[src/rtl/pad_frontend_pkg.sv]
// Shared types and constants for the pad GPIO front end.
package pad_frontend_pkg;

    // Per-pad electrical configuration driven onto the pad cell.
    typedef struct packed {
        logic [1:0] drv;
        logic       puen;
        logic       slw;
        logic       smt;
    } pad_cfg_t;

    // Output-direction state of one pad.
    typedef enum logic [1:0] {
        S_IN,
        S_TURN,
        S_OUT
    } pad_dir_state_e;

    localparam pad_cfg_t PAD_CFG_RST = '{drv: 2'b00, puen: 1'b0, slw: 1'b0, smt: 1'b0};

endpackage

[src/rtl/pad_in_filter.sv]
// Single-pad input conditioning: 2-flop synchroniser, debounce, edge detect.
module pad_in_filter
    import pad_frontend_pkg::*;
#(
    parameter int unsigned DEB_CNT_W = 8
) (
    input  logic                 clk_i,
    input  logic                 rst_i,
    input  logic                 pad_in_i,
    input  logic [DEB_CNT_W-1:0] deb_thresh_i,
    output logic                 in_o,
    output logic                 rise_o,
    output logic                 fall_o
);

    logic                 sync1_q, sync2_q;
    logic                 level_q, level_d;
    logic                 rise_q, rise_d;
    logic                 fall_q, fall_d;
    logic [DEB_CNT_W-1:0] cnt_q, cnt_d;

    // Debounce: count while the synced value disagrees with the filtered level.
    always_comb begin
        level_d = level_q;
        cnt_d   = '0;
        rise_d  = 1'b0;
        fall_d  = 1'b0;
        if (sync2_q != level_q) begin
            if (cnt_q == deb_thresh_i) begin
                level_d = sync2_q;
                rise_d  = sync2_q;
                fall_d  = ~sync2_q;
            end else if (cnt_q != '1) begin
                cnt_d = cnt_q + 1'b1;
            end else begin
                cnt_d = cnt_q;
            end
        end
    end

    // Synchroniser, filter state and registered edge pulses.
    always_ff @(posedge clk_i) begin
        if (rst_i) begin
            sync1_q <= 1'b0;
            sync2_q <= 1'b0;
            level_q <= 1'b0;
            cnt_q   <= '0;
            rise_q  <= 1'b0;
            fall_q  <= 1'b0;
        end else begin
            sync1_q <= pad_in_i;
            sync2_q <= sync1_q;
            level_q <= level_d;
            cnt_q   <= cnt_d;
            rise_q  <= rise_d;
            fall_q  <= fall_d;
        end
    end

    assign in_o   = level_q;
    assign rise_o = rise_q;
    assign fall_o = fall_q;

endmodule

[src/rtl/pad_gpio_frontend.sv]
// Core-side pad front end: output register with hi-Z turnaround, pad config
// registers, and filtered input levels with edge pulses.
module pad_gpio_frontend
    import pad_frontend_pkg::*;
#(
    parameter int unsigned NUM_PADS    = 8,
    parameter int unsigned TURN_CYCLES = 2,
    parameter int unsigned DEB_CNT_W   = 8
) (
    input  logic                  clk_i,
    input  logic                  rst_i,
    input  logic [NUM_PADS-1:0]   out_i,
    input  logic [NUM_PADS-1:0]   oe_i,
    input  logic [NUM_PADS-1:0]   cfg_we_i,
    input  pad_cfg_t              cfg_i,
    input  logic [DEB_CNT_W-1:0]  deb_thresh_i,
    output logic [NUM_PADS-1:0]   pad_out_o,
    output logic [NUM_PADS-1:0]   pad_oen_o,
    output logic [2*NUM_PADS-1:0] pad_drv_o,
    output logic [NUM_PADS-1:0]   pad_puen_o,
    output logic [NUM_PADS-1:0]   pad_slw_o,
    output logic [NUM_PADS-1:0]   pad_smt_o,
    input  logic [NUM_PADS-1:0]   pad_in_i,
    output logic [NUM_PADS-1:0]   in_o,
    output logic [NUM_PADS-1:0]   rise_o,
    output logic [NUM_PADS-1:0]   fall_o,
    output logic [NUM_PADS-1:0]   busy_o
);

    localparam int unsigned TurnW = (TURN_CYCLES > 1) ? $clog2(TURN_CYCLES) : 1;
    // Last turnaround count; unused when TURN_CYCLES is 0 since S_TURN is unreachable.
    localparam logic [TurnW-1:0] TurnLast = TurnW'((TURN_CYCLES > 0) ? TURN_CYCLES - 1 : 0);

    logic [NUM_PADS-1:0] out_q;

    // Output data is a plain 1-cycle register, independent of direction.
    always_ff @(posedge clk_i) begin
        if (rst_i) begin
            out_q <= '0;
        end else begin
            out_q <= out_i;
        end
    end

    assign pad_out_o = out_q;

    for (genvar i = 0; i < NUM_PADS; i++) begin : g_pad
        pad_dir_state_e   state_q, state_d;
        logic [TurnW-1:0] tcnt_q, tcnt_d;
        logic             oen_q;
        pad_cfg_t         cfg_q;

        // Direction FSM: hi-Z turnaround before driving, immediate release.
        always_comb begin
            state_d = state_q;
            tcnt_d  = tcnt_q;
            case (state_q)
                S_IN: begin
                    if (oe_i[i]) begin
                        tcnt_d  = '0;
                        state_d = (TURN_CYCLES == 0) ? S_OUT : S_TURN;
                    end
                end
                S_TURN: begin
                    if (!oe_i[i]) begin
                        state_d = S_IN;
                    end else if (tcnt_q == TurnLast) begin
                        state_d = S_OUT;
                    end else begin
                        tcnt_d = tcnt_q + 1'b1;
                    end
                end
                S_OUT: begin
                    if (!oe_i[i]) begin
                        state_d = S_IN;
                    end
                end
                default: state_d = S_IN;
            endcase
        end

        // State register; OEN is registered from the next state.
        always_ff @(posedge clk_i) begin
            if (rst_i) begin
                state_q <= S_IN;
                tcnt_q  <= '0;
                oen_q   <= 1'b1;
            end else begin
                state_q <= state_d;
                tcnt_q  <= tcnt_d;
                oen_q   <= (state_d != S_OUT);
            end
        end

        // Config register, writable in any direction state.
        always_ff @(posedge clk_i) begin
            if (rst_i) begin
                cfg_q <= PAD_CFG_RST;
            end else if (cfg_we_i[i]) begin
                cfg_q <= cfg_i;
            end
        end

        assign pad_oen_o[i]        = oen_q;
        assign busy_o[i]           = (state_q == S_TURN);
        assign pad_drv_o[2*i +: 2] = cfg_q.drv;
        assign pad_puen_o[i]       = cfg_q.puen;
        assign pad_slw_o[i]        = cfg_q.slw;
        assign pad_smt_o[i]        = cfg_q.smt;

        pad_in_filter #(
            .DEB_CNT_W(DEB_CNT_W)
        ) u_in_filter (
            .clk_i       (clk_i),
            .rst_i       (rst_i),
            .pad_in_i    (pad_in_i[i]),
            .deb_thresh_i(deb_thresh_i),
            .in_o        (in_o[i]),
            .rise_o      (rise_o[i]),
            .fall_o      (fall_o[i])
        );
    end

endmodule

[config.mk]
export PLATFORM = sky130hd
export DESIGN_NAME = pad_gpio_frontend
export DESIGN_NICKNAME = d
export VERILOG_FILES = /design/src/rtl/pad_frontend_pkg.sv /design/src/rtl/pad_in_filter.sv /design/src/rtl/pad_gpio_frontend.sv
export SDC_FILE = /design/constraint.sdc
export NUM_CORES = 1
export LEC_CHECK = 0
export BUFFER_PORTS_ARGS = -buffer_cell sky130_fd_sc_hd__buf_2
export CAP_MARGIN = 5
export CORE_MARGIN = 1
export CORE_UTILIZATION = 53
export DETAILED_ROUTE_END_ITERATION = 6
export GPL_ROUTABILITY_DRIVEN = 0
export HOLD_SLACK_MARGIN = 0.05
export PLACE_DENSITY = 0.79
export SLEW_MARGIN = 30
export SYNTH_ARGS = -nofsm -noshare
export SYNTH_HDL_FRONTEND = slang
export SYNTH_SLANG_ARGS = --single-unit
[constraint.sdc]
create_clock -name clk_i -period 2.45 [get_ports clk_i]
set_clock_uncertainty 0.1 [all_clocks]
set_input_delay 0 -clock clk_i [delete_from_list [all_inputs] [get_ports clk_i]]
set_output_delay 0 -clock clk_i [all_outputs]
set_load 0.01 [all_outputs]
# Word level (Yosys, flattened, before mapping)
# Index checks and enable logic that the tools add are counted.
# totals
register_bits	184
output_inout_bits	88
# classes
addsub	16
n_eq_ne	64
mux	72
n_bitwise	24
reduce_logical	48
# ops
operator	count
$add 8x1->8 const B	8
$eq 8x8->1	8
$mux 2	32
$ne 8x8->1 const B	8
$ne 2x2->1 const B	24
$pmux 2 s3	8
$reduce_or 3->1	16
$mux 1	24
$not 1->1	24
$reduce_and 3->1	8
$eq 2x1->1 const B	8
$eq 2x2->1 const B	8
$logic_not 2->1	8
$pmux 1 s2	8
$reduce_and 2->1	8
$reduce_bool 2->1	8
$add 1x1->1 const B	8
$ne 1x1->1	8

# Longest topological paths before layout
# depth
word_depth	4
mapped_depth	6
depth_no_buf	5

# Modules after synthesis
# Synthesis repeated with hierarchy kept, for this count alone.
# unflattened
cells_unflattened	852
area_unflattened_um2	8653.3
# modules_own_cells
module	instances	cells_per_inst	area_per_inst_um2	seq_area_each_um2
pad_in_filter	8	71	709.4	260.2
pad_gpio_frontend	1	284	2977.9	1601.5

# Worst setup path before layout
# OpenSTA, ideal clock, no wires.
# synth_path
kind	register -> register
startpoint	reg g_pad[2].u_in_filter.cnt_q[0]
endpoint	reg g_pad[2].u_in_filter.cnt_q[2]
setup_time_ns	0.073
t_arrival_ns	1.375
path_slack_ns	0.902
stages_incl_launch_ff	7
n_path_buf	1
path_cell_list	dfxtp_1 > ha_1 > nand3_1 > or2_1 > buf_6 > and3_1 > nor3_2
# synth_via
elab_chain_len	2
elab_cells_between_ends	4
# synth_rtl
element	line_no	text
start: declaration	pad_in_filter.sv:20	logic [DEB_CNT_W-1:0] cnt_q, cnt_d;
start signal: assignment	pad_in_filter.sv:54	cnt_q <= cnt_d;
branches (longest 2 deep; another with $add 8x1->8)	-	
# Parallel ways; which one is timed is not known.
# A chain may end at the register's enable or synchronous reset.

# Final worst setup path
# layout_path
startpoint	reg g_pad[7].u_in_filter.cnt_q[0]
endpoint	reg g_pad[7].u_in_filter.cnt_q[5]
# layout_via
elab_chain_len	2
elab_cells_between_ends	4
# layout_rtl
element	line_no
start: declaration	pad_in_filter.sv:20
start signal: assignment	pad_in_filter.sv:54
branches (longest 2 deep; another with $add 8x1->8)	-
# Parallel ways; which one is timed is not known.

==> flow_summary_export.csv <==
group,metric,value,unit
detailed_routing,drc,0,
worst_setup_path,cp-startpoint,"g_pad[7].u_in_filter.cnt_q[0]$_SDFFE_PP0P_",
job,cap_viol_max_count,0,
power_and_ir_drop,p_per_area,664,nW/µm²
clocking,cts.htree.levels,4,
timing,timing.final.crit_period,1.73,ns
timing,report.final.setup_viol,0,
yosys,synthDistinctLibCells,43,
detailed_routing,vias,6080,
floorplanning,row_cnt,45,
worst_setup_path,crit_path_cell_trace,"ha_1 > nand4_1 > nor2_1 > nor3_1 > a211oi_1",
timing,final.setup.tns,0,ns
yosys,synth-seq-area-share,44.9,%
worst_setup_path,crit_path_end_kind,"flip-flop",
detailed_routing,drt_first_iter_violations,273,
yosys,synth_most_common_cell,"sky130_fd_sc_hd__dfxtp_1",
power_and_ir_drop,pwr-share-clk,44.2,%
timing,period_share,70.5,%
power_and_ir_drop,power_leakage,0.00387,µW
global_routing,grt_max_degree,44,
yosys,synth.avg_cell_area,9.49,µm²
worst_setup_path,cp-start-kind,"flip-flop",
floorplanning,ioPinCount,135,
worst_setup_path,cpMaxStageDelayCell,"sky130_fd_sc_hd__dfxtp_1",
floorplanning,fp.dieH,126,µm
worst_setup_path,cp.arrival,1.96,ns
yosys,synthesis.instances,865,
floorplanning,core_region_area,15100,µm²
power_and_ir_drop,cell_internal_pwr,4890,µW
clocking,cts_buffers,17,
layout,regArea,3680,µm²
hold_path,hp-start,"deb_thresh_i[7]",
layout,nNetsFinal,1031,
floorplanning,die_area,16000,µm²
timing,relSlewSlack,71.6,%
power_and_ir_drop,net-switching-power,1540,µW
yosys,count_of_state_elements_after_synthesis,184,
global_routing,grtUsageTotal,20.5,%
layout,layout-area-overhead-vs-synth,18.0,%
worst_setup_path,cp_data_required_time,2.69,ns
global_routing,grt_util_met3,5.36,%
power_and_ir_drop,post-layout-total-power,6430,µW
power_and_ir_drop,seq_pwr_share,48.4,%
clocking,tritoncts_clock_tree,"done",
detailed_routing,wirelength,16000,µm
detailed_routing,dr.pass1.iters,4,
global_routing,grt_first_pass_wirelength,26300,µm
global_routing,grt_met1_use,24.0,%
yosys,netlist.top_cell.by_area,"sky130_fd_sc_hd__dfxtp_1",
timing,report.final.slew_viol_count,0,
timing,hold-worst-slack,0.140,ns
hold_path,holdCritPathClass,"in -> reg",
outcome,outcome,"complete, no violations",
clocking,clkSinkCount,184,
place,numPlacedInstances,1100,
yosys,synthTopCellsByCount,"sky130_fd_sc_hd__dfxtp_1, sky130_fd_sc_hd__nor2_1, sky130_fd_sc_hd__xnor2_1, sky130_fd_sc_hd__mux2i_1, sky130_fd_sc_hd__nor2b_1",
power_and_ir_drop,pwr-share-comb,7.5,%
global_routing,gr-total-overflow,0,
power_and_ir_drop,peak_ir_drop_on_the_vdd_network,0.518,mV
detailed_routing,route.antenna.remaining_nets,0,
layout,fin_cells,1177,
timing,timing.fmax,0.579,GHz
global_routing,met2_routing_resource_usage_after_global_routing,35.6,%
yosys,number_of_enable_flip_flop_cells_after_synthesis,0,
yosys,yosysWarningCount,0,
worst_setup_path,slowest_delay,0.42,ns
global_routing,initial_antenna_violation_count,0,
floorplanning,dieWidth,126,µm
place,dp_hpwl,10900,µm
clocking,clk_pin_slew_worst_paths,0.07,ns
clocking,cts_buffer_depth,2,
yosys,synth_net_count,920,
worst_setup_path,startpoint_of_the_lowest_slack_register_to_register_path,"g_pad[7].u_in_filter.cnt_q[0]$_SDFFE_PP0P_",
worst_setup_path,worstSetupPathType,"reg -> reg",
clocking,clock_insertion_delay_worst_skew,0.43,ns
yosys,synthTopCellsByArea,"sky130_fd_sc_hd__dfxtp_1, sky130_fd_sc_hd__xnor2_1, sky130_fd_sc_hd__mux2i_1, sky130_fd_sc_hd__nor2_1, sky130_fd_sc_hd__buf_4",
detailed_routing,detail_route.vias_per_cell,5.17,
power_and_ir_drop,switching_share,24.0,%
detailed_routing,routed_wire_length_per_instance,13.6,µm
yosys,asyncSetResetFlopFracSynth,0,%
worst_setup_path,critPathMaxFanout,5,
layout,fraction_of_final_layout_cells_with_drive_strength_greater_than_1,20.1,%
timing,worst-slew-pin-transition,0.425,ns
clocking,cts.root.buffer_cell,"sky130_fd_sc_hd__clkbuf_16",
layout,nFillCells,1164,
floorplanning,initial_util,54.2,%
yosys,yosysTopAreaCellShare,44.9,%
yosys,dominantRegCellSynth,"sky130_fd_sc_hd__dfxtp_1",
layout,antennaDiodeCount,0,
layout,multi_input_comb_area,3950,µm²
timing,finalHoldViolCount,0,
global_routing,global_route.peak_usage_layer,"met2",
global_routing,first_global_vias,5593,
yosys,mappedNetlistArea,8210,µm²
timing,rsz0062_at_grt,"no",
place,port_buffers,134,
power by group through the flow:
| stage | clock (µW) | combinational (µW) | sequential [µW] |
|---|---|---|---|
| global placement | 0 | 419 | 3180 |
| CTS | 2890 | 481 | 3110 |
| finish | 2840 | 481 | 3110 |
| detailed placement | 0 | 424 | 3180 |
| floorplan | 0 | 275 | 3200 |
| global route | 3010 | 528 | 3120 |
worst max-delay path: cells and delay by family, from the launching register on:
| kind | cells | cell delay (ns) |
|---|---|---|
| AO/OA/AOI/OAI | 1 | 0.25 |
| flip-flops | 1 | 0.42 |
| AND/OR/NAND/NOR | 3 | 0.63 |
| adder cells (fa/ha/maj) | 1 | 0.24 |
final cells by class:
cell class                 count  area share [%]
clock buffer                  18            4.53
multi-input combinational    582            40.8
sequential                   184            38.0
clock inverter                14            1.83
inverter                       9           0.349
timing repair buffer         182            12.1
tap                          188            2.43
path summary, 6_finish.rpt:
check,cells past startpoint,endpoint,slack (ns)
max,5,g_pad[7].u_in_filter.cnt_q[5]$_SDFFE_PP0P_,0.72
min,5,g_pad[5].u_in_filter.in_o$_SDFFE_PP0P_,0.14
max reg2reg,5,g_pad[7].u_in_filter.cnt_q[5]$_SDFFE_PP0P_,0.72
min reg2reg,1,g_pad[1].u_in_filter.sync2_q$_SDFF_PP0_,0.34
per-stage QoR:
stage / utilization (%) / area (µm²) / worst slack, ns
after floorplan: - / 8210 / 0.902
after global placement: 56.9 / 8620 / 0.858
after detailed placement: 56.9 / 8620 / 0.766
after CTS: 64.0 / 9690 / 0.749
after global routing: 64.0 / 9690 / 0.646
final: 64.0 / 9690 / 0.723
cell families (layout without fill, tap and decap cells):
kind of cell / count (synthesis) / in the layout / synth area share [%]
AO/OA/AOI/OAI: 71 / 71 / 5.68
XOR/XNOR: 91 / 91 / 9.71
adder cells (fa/ha/maj): 8 / 8 / 1.22
buffers and inverters: 99 / 223 / 7.04
flip-flops: 184 / 184 / 44.9
multiplexers: 67 / 67 / 8.17
AND/OR/NAND/NOR: 345 / 345 / 23.3
placed cells by master, fill, tap and decap left out, types with 9 or more instances in the layout:
cell type / n
sky130_fd_sc_hd__a31oi_1: 9
sky130_fd_sc_hd__buf_2: 133
sky130_fd_sc_hd__clkbuf_16: 17
sky130_fd_sc_hd__dfxtp_1: 184
sky130_fd_sc_hd__dlygate4sd3_1: 45
sky130_fd_sc_hd__inv_1: 9
sky130_fd_sc_hd__mux2i_1: 67
sky130_fd_sc_hd__nand2_1: 30
sky130_fd_sc_hd__nand2b_1: 24
sky130_fd_sc_hd__nand3_1: 18
sky130_fd_sc_hd__nand4_1: 28
sky130_fd_sc_hd__nor2_1: 111
sky130_fd_sc_hd__nor2b_1: 50
sky130_fd_sc_hd__nor3_1: 22
sky130_fd_sc_hd__nor3b_1: 11
sky130_fd_sc_hd__o211ai_1: 9
sky130_fd_sc_hd__o21ai_0: 24
sky130_fd_sc_hd__or2_1: 12
sky130_fd_sc_hd__xnor2_1: 78
sky130_fd_sc_hd__xor2_1: 13
flip-flops by register name (all words and copies together) (netlist names):
register,flops
g_pad.u_in_filter.sync1_q,8
g_pad.tcnt_q,8
g_pad.u_in_filter.fall_o,8
g_pad.oen_q,8
pad_puen_o,8
pad_smt_o,8
g_pad.u_in_filter.rise_o,8
pad_slw_o,8
g_pad.u_in_filter.sync2_q,8
pad_out_o,8
g_pad.u_in_filter.in_o,8
g_pad.u_in_filter.cnt_q,64
pad_drv_o,16
g_pad.state_q,16
routing by layer:
layer  share of wire [%]  routed length [µm]  up-vias
met3                 5.4                 863       23
met2                  48                7720      154
li1                    -                   -     3104
met1                  45                7200     2799
met5                   0                   0        -
met4                 1.6                 257        0
what timing repair did:
| item | CTS | global route |
|---|---|---|
| hold buffers | 45 | 0 |
| hold endpoints to repair | 103 | 0 |
| setup buffers | 0 | 0 |
| gates resized for setup | 0 | 0 |
Note: power is estimated with default switching activity, not from simulation.
